`src/rtl/uitpg_multi.sv`:
```
// Parametrised video test-pattern generator: regenerates RGB on incoming VS/HS/DE timing.
// Optional feature macro: TPG_BORDER_EN adds a 1-pixel white frame border over every pattern.
module uitpg_multi #(
    parameter int unsigned DATA_W     = 8,
    parameter int unsigned H_ACTIVE   = 1920,
    parameter int unsigned V_ACTIVE   = 1080,
    parameter int unsigned GRID_SHIFT = 4,
    parameter int unsigned BOX_SIZE   = 64,
    parameter int unsigned MODE_HOLD  = 16,
    parameter bit          SYNC_POL   = 1'b1
) (
    input  logic                I_tpg_clk,
    input  logic                I_tpg_rstn,
    input  logic                I_tpg_vs,
    input  logic                I_tpg_hs,
    input  logic                I_tpg_de,
    input  logic [3:0]          I_mode_sel,
    input  logic                I_auto_en,
    output logic                O_tpg_vs,
    output logic                O_tpg_hs,
    output logic                O_tpg_de,
    output logic [3*DATA_W-1:0] O_tpg_data,
    output logic [3:0]          O_dis_mode,
    output logic                O_frame_start
);

    localparam int unsigned MAX_HV = (H_ACTIVE > V_ACTIVE) ? H_ACTIVE : V_ACTIVE;
    localparam int unsigned PW     = $clog2(MAX_HV + BOX_SIZE + 1);
    localparam int unsigned GW     = GRID_SHIFT + 1;
    localparam int unsigned AW     = (PW > DATA_W) ? PW : DATA_W;
    localparam int unsigned CW     = (AW > GW) ? AW : GW;
    localparam int unsigned FW     = (MODE_HOLD > 1) ? $clog2(MODE_HOLD) : 1;

    localparam logic [CW-1:0] H_MAX = CW'(H_ACTIVE - 1);
    localparam logic [CW-1:0] V_MAX = CW'(V_ACTIVE - 1);
    localparam logic [CW-1:0] X_LIM = CW'(H_ACTIVE - BOX_SIZE);
    localparam logic [CW-1:0] Y_LIM = CW'(V_ACTIVE - BOX_SIZE);
    localparam logic [CW-1:0] BOX   = CW'(BOX_SIZE);
    localparam logic [CW-1:0] BAR_W = CW'(H_ACTIVE / 8);
    localparam logic [FW-1:0] F_MAX = FW'(MODE_HOLD - 1);

    logic                vs_q, hs_q, de_q, fs_q;
    logic                fs_d;
    logic [3*DATA_W-1:0] data_q, data_d;
    logic [3:0]          mode_q, mode_d;
    logic [FW-1:0]       fcnt_q, fcnt_d;
    logic [CW-1:0]       h_q, h_d, v_q, v_d;
    logic [CW-1:0]       bx_q, bx_d, by_q, by_d;
    logic                bx_dir_q, bx_dir_d, by_dir_q, by_dir_d;

    // Returns {dir, pos}; dir 0 = increasing. Reverses instead of stepping out of [0, lim].
    function automatic logic [CW:0] box_step(input logic [CW-1:0] pos, input logic dir,
                                             input logic [CW-1:0] lim);
        logic [CW-1:0] p;
        logic          d;
        p = pos;
        d = dir;
        if (!dir) begin
            if (pos >= lim) begin
                d = 1'b1;
                if (pos != '0) p = pos - 1'b1;
            end else begin
                p = pos + 1'b1;
            end
        end else begin
            if (pos == '0) begin
                d = 1'b0;
                if (lim != '0) p = pos + 1'b1;
            end else begin
                p = pos - 1'b1;
            end
        end
        return {d, p};
    endfunction

    always_comb begin
        logic vs_act, vs_act_q;
        vs_act   = SYNC_POL ? I_tpg_vs : ~I_tpg_vs;
        vs_act_q = SYNC_POL ? vs_q : ~vs_q;
        fs_d     = vs_act & ~vs_act_q;

        h_d = '0;
        if (I_tpg_de) h_d = (h_q < H_MAX) ? h_q + 1'b1 : h_q;

        v_d = v_q;
        if (fs_d) begin
            v_d = '0;
        end else if (!I_tpg_de && de_q && (v_q < V_MAX)) begin
            v_d = v_q + 1'b1;
        end

        mode_d                 = mode_q;
        fcnt_d                 = fcnt_q;
        {bx_dir_d, bx_d}       = {bx_dir_q, bx_q};
        {by_dir_d, by_d}       = {by_dir_q, by_q};
        if (fs_d) begin
            {bx_dir_d, bx_d} = box_step(bx_q, bx_dir_q, X_LIM);
            {by_dir_d, by_d} = box_step(by_q, by_dir_q, Y_LIM);
            if (I_auto_en) begin
                if (fcnt_q >= F_MAX) begin
                    fcnt_d = '0;
                    mode_d = (mode_q >= 4'd9) ? 4'd0 : mode_q + 4'd1;
                end else begin
                    fcnt_d = fcnt_q + 1'b1;
                end
            end else begin
                fcnt_d = '0;
                mode_d = (I_mode_sel > 4'd9) ? 4'd0 : I_mode_sel;
            end
        end
    end

    // Pattern for the pixel currently on the input; h_q/v_q already point at it.
    always_comb begin
        logic [DATA_W-1:0] r, g, b;
        logic [CW-1:0]     bar_div;
        logic [2:0]        bar_idx;
        logic              in_box;
        r       = '0;
        g       = '0;
        b       = '0;
        bar_div = h_q / BAR_W;
        bar_idx = (bar_div > CW'(7)) ? 3'd7 : bar_div[2:0];
        in_box  = (h_q >= bx_q) && (h_q < bx_q + BOX) && (v_q >= by_q) && (v_q < by_q + BOX);
        case (mode_q)
            4'd1: begin r = '1; g = '1; b = '1; end
            4'd2: r = '1;
            4'd3: g = '1;
            4'd4: b = '1;
            4'd5: begin
                if (h_q[GRID_SHIFT] == v_q[GRID_SHIFT]) begin
                    r = '1; g = '1; b = '1;
                end
            end
            4'd6: begin r = h_q[DATA_W-1:0]; g = h_q[DATA_W-1:0]; b = h_q[DATA_W-1:0]; end
            4'd7: begin r = v_q[DATA_W-1:0]; g = v_q[DATA_W-1:0]; b = v_q[DATA_W-1:0]; end
            4'd8: begin
                // Bar order white,yellow,cyan,green,magenta,red,blue,black falls out of idx bits.
                r = {DATA_W{~bar_idx[1]}};
                g = {DATA_W{~bar_idx[2]}};
                b = {DATA_W{~bar_idx[0]}};
            end
            4'd9: begin
                b = '1;
                if (in_box) begin
                    r = '1; g = '1;
                end
            end
            default: ;
        endcase
`ifdef TPG_BORDER_EN
        if ((h_q == '0) || (h_q == H_MAX) || (v_q == '0) || (v_q == V_MAX)) begin
            r = '1; g = '1; b = '1;
        end
`endif
        data_d = I_tpg_de ? {r, g, b} : '0;
    end

    always_ff @(posedge I_tpg_clk or negedge I_tpg_rstn) begin
        if (!I_tpg_rstn) begin
            vs_q     <= 1'b0;
            hs_q     <= 1'b0;
            de_q     <= 1'b0;
            fs_q     <= 1'b0;
            data_q   <= '0;
            mode_q   <= '0;
            fcnt_q   <= '0;
            h_q      <= '0;
            v_q      <= '0;
            bx_q     <= '0;
            by_q     <= '0;
            bx_dir_q <= 1'b0;
            by_dir_q <= 1'b0;
        end else begin
            vs_q     <= I_tpg_vs;
            hs_q     <= I_tpg_hs;
            de_q     <= I_tpg_de;
            fs_q     <= fs_d;
            data_q   <= data_d;
            mode_q   <= mode_d;
            fcnt_q   <= fcnt_d;
            h_q      <= h_d;
            v_q      <= v_d;
            bx_q     <= bx_d;
            by_q     <= by_d;
            bx_dir_q <= bx_dir_d;
            by_dir_q <= by_dir_d;
        end
    end

    assign O_tpg_vs      = vs_q;
    assign O_tpg_hs      = hs_q;
    assign O_tpg_de      = de_q;
    assign O_tpg_data    = data_q;
    assign O_dis_mode    = mode_q;
    assign O_frame_start = fs_q;

endmodule
```
`config.mk`:
```
export PLATFORM = sky130hd
export DESIGN_NAME = uitpg_multi
export DESIGN_NICKNAME = d
export VERILOG_FILES = /design/src/rtl/uitpg_multi.sv
export SDC_FILE = /design/constraint.sdc
export NUM_CORES = 1
export LEC_CHECK = 0
export ABC_AREA = 1
export BUFFER_PORTS_ARGS = -buffer_cell sky130_fd_sc_hd__buf_2
export CORE_MARGIN = 8
export CORE_UTILIZATION = 66
export DETAILED_ROUTE_END_ITERATION = 8
export PLACE_DENSITY = 0.86
export SYNTH_ARGS = -nofsm -noshare
export SYNTH_HDL_FRONTEND = slang
export SYNTH_SLANG_ARGS = --single-unit
```
`constraint.sdc`:
```
create_clock -name I_tpg_clk -period 5.3 [get_ports I_tpg_clk]
set_clock_uncertainty 0.1 [all_clocks]
set_input_delay 1.06 -clock I_tpg_clk [delete_from_list [all_inputs] [get_ports I_tpg_clk]]
set_output_delay 1.06 -clock I_tpg_clk [all_outputs]
set_load 0.005 [all_outputs]
```
# After elaboration in Yosys (flattened, before gate mapping)
# Index checks and enable logic that the tools add are counted.
# word_totals
input_bits,10
ramBits,0
rom_bits,0
reg_bits,82
latchBits,0
out_inout_bits,32
mem_count,0
word_cells,103
# classes
magnitude_cmp,12
n_bitwise,5
reduce_logical,17
div,1
eq_ne,14
n_shift,0
add_sub_neg,10
n_mul,0
n_mux,31
# op_table
op,n
$mux W11,12
$pmux W8 S6,2
$add A11 B1 Y11 const B,4
$pmux W8 S5,1
$mux W24,1
$mux W4,6
$add A11 B7 Y11 const B,2
$ge A11 B11 Y1,2
$logic_not A11 Y1,2
$lt A11 B11 Y1,2
$lt A11 B11 Y1 const B,2
$reduce_bool A11 Y1,2
$sub A11 B1 Y11 const B,2
$eq A4 B3 Y1 const B,4
$mux W8,2
$div A11 B8 Y11 const B,1
$ge A11 B10 Y1 const B,1
$ge A11 B11 Y1 const B,1
$gt A11 B3 Y1 const B,1
$add A4 B1 Y4 const B,2
$eq A4 B2 Y1 const B,2
$eq A4 B4 Y1 const B,2
$ge A4 B4 Y1 const B,2
$mux W1,6
other kinds (14),26

# Depth between registers and ports, before layout
# logic_depth
ltp_word,8
ltp_mapped,16
depth_no_buf,16

# Worst setup path before layout
# No wires, ideal clock.
# synth_path
path_type,reg2reg
start,register by_q[6]
end,"register data_q[16], in the netlist O_tpg_data[16]"
setup_ns,0.114
n_path_buf,1
path_slack_ns,2.876
stages_incl_launch_ff,16
t_required_ns,5.086
period_less_slack_ns,2.424
arrival_ns,2.210
path_cell_list,dfrtp_1 -> ha_1 -> inv_1 -> nor2_1 -> xor2_1 -> ha_1 -> nand2_1 -> nor2_1 -> nand2_1 -> nor2_1 -> a211oi_1 -> nand3_1 -> clkbuf_1 -> nand4_1 -> nand2_1 -> inv_1
# synth_via
elab_chain_len,6
elab_cells_between_ends,8
cone_classes,1 x add/sub; 2 x order compare; 3 x mux; 2 x reduce/logical
# synth_rtl
item,line,rtl
from (decl),48,"logic [CW-1:0] bx_q, bx_d, by_q, by_d;"
from (signal assigned),185,by_q <= by_d;
$add A11 B7 Y11 or $ge A11 B11 Y1 (tied branches),124,in_box = (h_q >= bx_q) && (h_q < bx_q + BOX) && (v_q >= by_q) && (v_q < by_q + BOX);
$lt A11 B11 Y1 or $logic_and A1 B1 Y1 (tied branches),124,
$logic_and A1 B1 Y1 (*),124,
$mux W8 (*),145,if (in_box) begin
$pmux W8 S6 (*),125,case (mode_q)
$mux W24 (*),156,"data_d = I_tpg_de ? {r, g, b} : '0;"
net data_d[16],44,"logic [3*DATA_W-1:0] data_q, data_d;"
to (signal assigned),179,data_q <= data_d;
to (decl),44,
# The timed path passes the listed nets; every way through them passes the cells marked *.
# A chain may end at the register's enable or synchronous reset.

# Final worst setup path
# layout_path
start,register bx_q[6]
end,"register data_q[21], in the netlist O_tpg_data[21]"
# layout_via
elab_chain_len,8
elab_cells_between_ends,9
cone_classes,1 x add/sub; 2 x order compare; 3 x mux; 3 x reduce/logical
# layout_rtl
item,line,rtl
from (decl),48,
from (signal assigned),170,bx_q <= '0;
from (signal assigned),184,bx_q <= bx_d;
$add A11 B7 Y11,124,
$lt A11 B11 Y1,124,
$logic_and A1 B1 Y1 (*) (3 in series),124,
$mux W8 (*),145,
$pmux W8 S6 (*),125,
$mux W24 (*),156,
net data_d[21],44,
# Marks and branches as above.

==> results.py <==
metrics = {
    "outcome": {
        "status": "completed",
    },
    "critical_path": {
        "crit_chain": "ha_1 > nand3_1 > xor2_1 > ha_1 > a21oi_1 > o21ai_0 > a21oi_1 > nand3_1 > nor2_1 > nand3_1 > nand4_1 > nand2_1 > inv_1",
        "path_delay_family": "simple AND/OR/NAND/NOR gates",
        "crit_required_ns": 5.51,
        "crit_type": "reg -> reg",
        "worstPathArrival_ns": 3.15,
        "cp_num_buf_inv": 1,
        "slowest_delay_ns": 0.44,
        "crit_top_cell": "nand3_1",
        "slowest_stage": "dfrtp_1",
        "setup.worst_path.end_class": "flip-flop",
        "start_kind": "flip-flop",
        "crit_fanout": 16,
    },
    "drt": {
        "routedWlPerCell_microns": 14.2,
        "antenna_left": 0,
        "viasPerCell": 5.69,
        "vias": 5197,
        "drcViolationCount": 0,
        "drt_pass1_iterations": 6,
        "drt_iter0_markers": 224,
        "routed_wl_microns": 13000,
    },
    "yosys": {
        "async_reset_ff_frac": 1.00,
        "synthXorXnorAreaFrac": 0.0461,
        "synth_simple_gate_area_frac": 0.271,
        "synthDominantCellAreaShare": 0.360,
        "synth_flop_cell": "dfrtp_1",
        "synth_top_family_by_area": "simple AND/OR/NAND/NOR gates",
        "synth_edf_count": 0,
        "synth_compound_area_frac": 0.121,
        "yosys.area_share.adder": 0.110,
        "yosys-top-cells-area": "dfrtp_1, ha_1, nand2_1",
        "syn-cell-area_sq_um": 5700,
        "synth_seq_area_share": 0.360,
        "synth_nets": 821,
        "yosysMostFrequentCell": "nand2_1",
        "yosysWarnings": 0,
        "yosys.area.top_type": "dfrtp_1",
        "netlist_instances": 761,
        "netlist_top_cells_count": "nand2_1, inv_1, dfrtp_1",
        "synth_cell_types": 42,
        "synthMuxAreaShare": 0,
        "synth_seq_cells": 82,
        "syn_avg_cell_area_sq_um": 7.49,
    },
    "clock_network": {
        "worstSkewPairLatency_ns": 0.37,
        "cts_setup_buffers": 0,
        "ctsHoldBuffers": 0,
        "cts.sink_count": 82,
        "cts_root_buf": "clkbuf_8",
        "clockBufferDepth": 2,
        "cts_buffers": 9,
        "cts-htree-levels": 3,
        "tritoncts": "done",
        "post_cts_resized": 0,
        "clkTransAtPathRegs_ns": 0.10,
    },
    "run": {
        "maxCapViolCount": 0,
    },
    "floorplanning": {
        "ios": 42,
        "coreArea_sq_um": 8550,
        "fp.dieW_microns": 109,
        "dieArea_sq_um": 11900,
        "initial_core_util": 0.666,
        "rows": 34,
        "die_y_microns": 109,
    },
    "grt": {
        "overflow": 0,
        "track_usage": 0.228,
        "antenna_found_initial": 0,
        "grt_pass1_vias": 5126,
        "grt_max_degree": 83,
        "grt_pass1_wl_microns": 22000,
    },
    "sta": {
        "setup_viol": 0,
        "rsz0062_at_grt": "no",
        "maxSlewViolCount": 0,
        "timing.fmax_ghz": 0.341,
        "hold_violations": 0,
        "fin_tns_setup_ns": 0,
        "max-slew-margin-rel": 0.311,
        "finalCriticalPeriod_ns": 2.94,
        "worstMarginPinSlew_ns": 1.03,
        "post-route-period-util": 0.554,
    },
    "finish": {
        "multi_input_area_sq_um": 3120,
        "synthToLayoutAreaGrowth_pct": 8.19,
        "nets": 860,
        "regArea_sq_um": 2050,
        "fillerInstances": 674,
        "n_antenna_cell": 0,
        "final_layout_size_suffix_gt1_frac": 0.0969,
    },
    "pwr": {
        "ir_drop_mv": 0.290,
        "powerDensity_nw_per_um2": 406,
        "p_leak_nw": 3.27,
        "power_w": 0.00250,
    },
    "place": {
        "io_buffers": 41,
        "place.gp.congestion": 0.920,
        "dp_hpwl_microns": 9890,
    },
    "min_path": {
        "min_path_type": "reg -> reg",
    },
}
## routing by layer
layer,wire length (microns),GRT usage
met1,5410,0.262
met2,6410,0.406
met3,759,0.0284
met4,412,0.120
met5,0,0
## layout by cell type, fill, tap and decap left out, drive strengths merged, types with 6 or more instances in the layout
master / instances
buf: 43
o22ai: 9
nand3: 59
nor3: 23
nand4: 26
clkbuf: 9
xor2: 25
nand2: 150
a31oi: 6
nor2: 79
dfrtp: 82
inv: 119
ha: 50
o21ai: 50
a21oi: 38
## stage by stage
stage	area, sq um	hold slack [ns]	util	setup slack (ns)	cells
3_5_place_dp	5980	0.410	0.699	2.28	897
2_1_floorplan	5700	0.375	-	2.88	761
6_report	6160	0.427	0.721	2.36	913
5_1_grt	6160	0.477	0.721	2.08	913
3_3_place_gp	5980	0.397	0.699	2.41	897
4_1_cts	6160	0.426	0.721	2.39	913
## area by class of cell
class,instances,share of cell area
Clock buffer,9,0.0201
Inverter,119,0.0725
Tap cell,108,0.0219
Clock inverter,7,0.00995
Timing Repair Buffer,43,0.0361
Sequential cell,82,0.333
Multi-Input combinational cell,545,0.506
## where the power goes
group | internal [W] | switching (W)
Sequential | 0.000784 | 0.000175
Clock | 0.000178 | 0.000262
Combinational | 0.000414 | 0.000686
Total | 0.00138 | 0.00112
## worst paths after layout
| kind | from | end | slack, ns | cells after the start |
|---|---|---|---|---|
| max | bx_q[6] | O_tpg_data[21] | 2.36 | 13 |
| min | bx_q[4] | bx_q[4] | 0.43 | 1 |
| max reg2reg | bx_q[6] | O_tpg_data[21] | 2.36 | 13 |
| min reg2reg | bx_q[4] | bx_q[4] | 0.43 | 1 |
| max in group asynchronous | I_tpg_rstn | by_dir_q | 3.67 | 1 |
| min in group asynchronous | I_tpg_rstn | O_tpg_hs | 0.75 | 1 |
## kinds of logic (layout without fill, tap and decap cells)
group	after synthesis	count (layout)
flops	82	82
xor+xnor	30	30
buf+inv	134	178
compound gates	120	120
simple gates	345	345
fa+ha+maj	50	50
## flip-flops by register name (all words and copies together) (netlist names)
register,flops
O_tpg_vs,1
bx_dir_q,1
h_q,11
O_tpg_hs,1
by_q,11
O_frame_start,1
v_q,11
bx_q,11
O_dis_mode,4
O_tpg_de,1
O_tpg_data,24
fcnt_q,4
by_dir_q,1
Power figures use the tool's default switching activity.
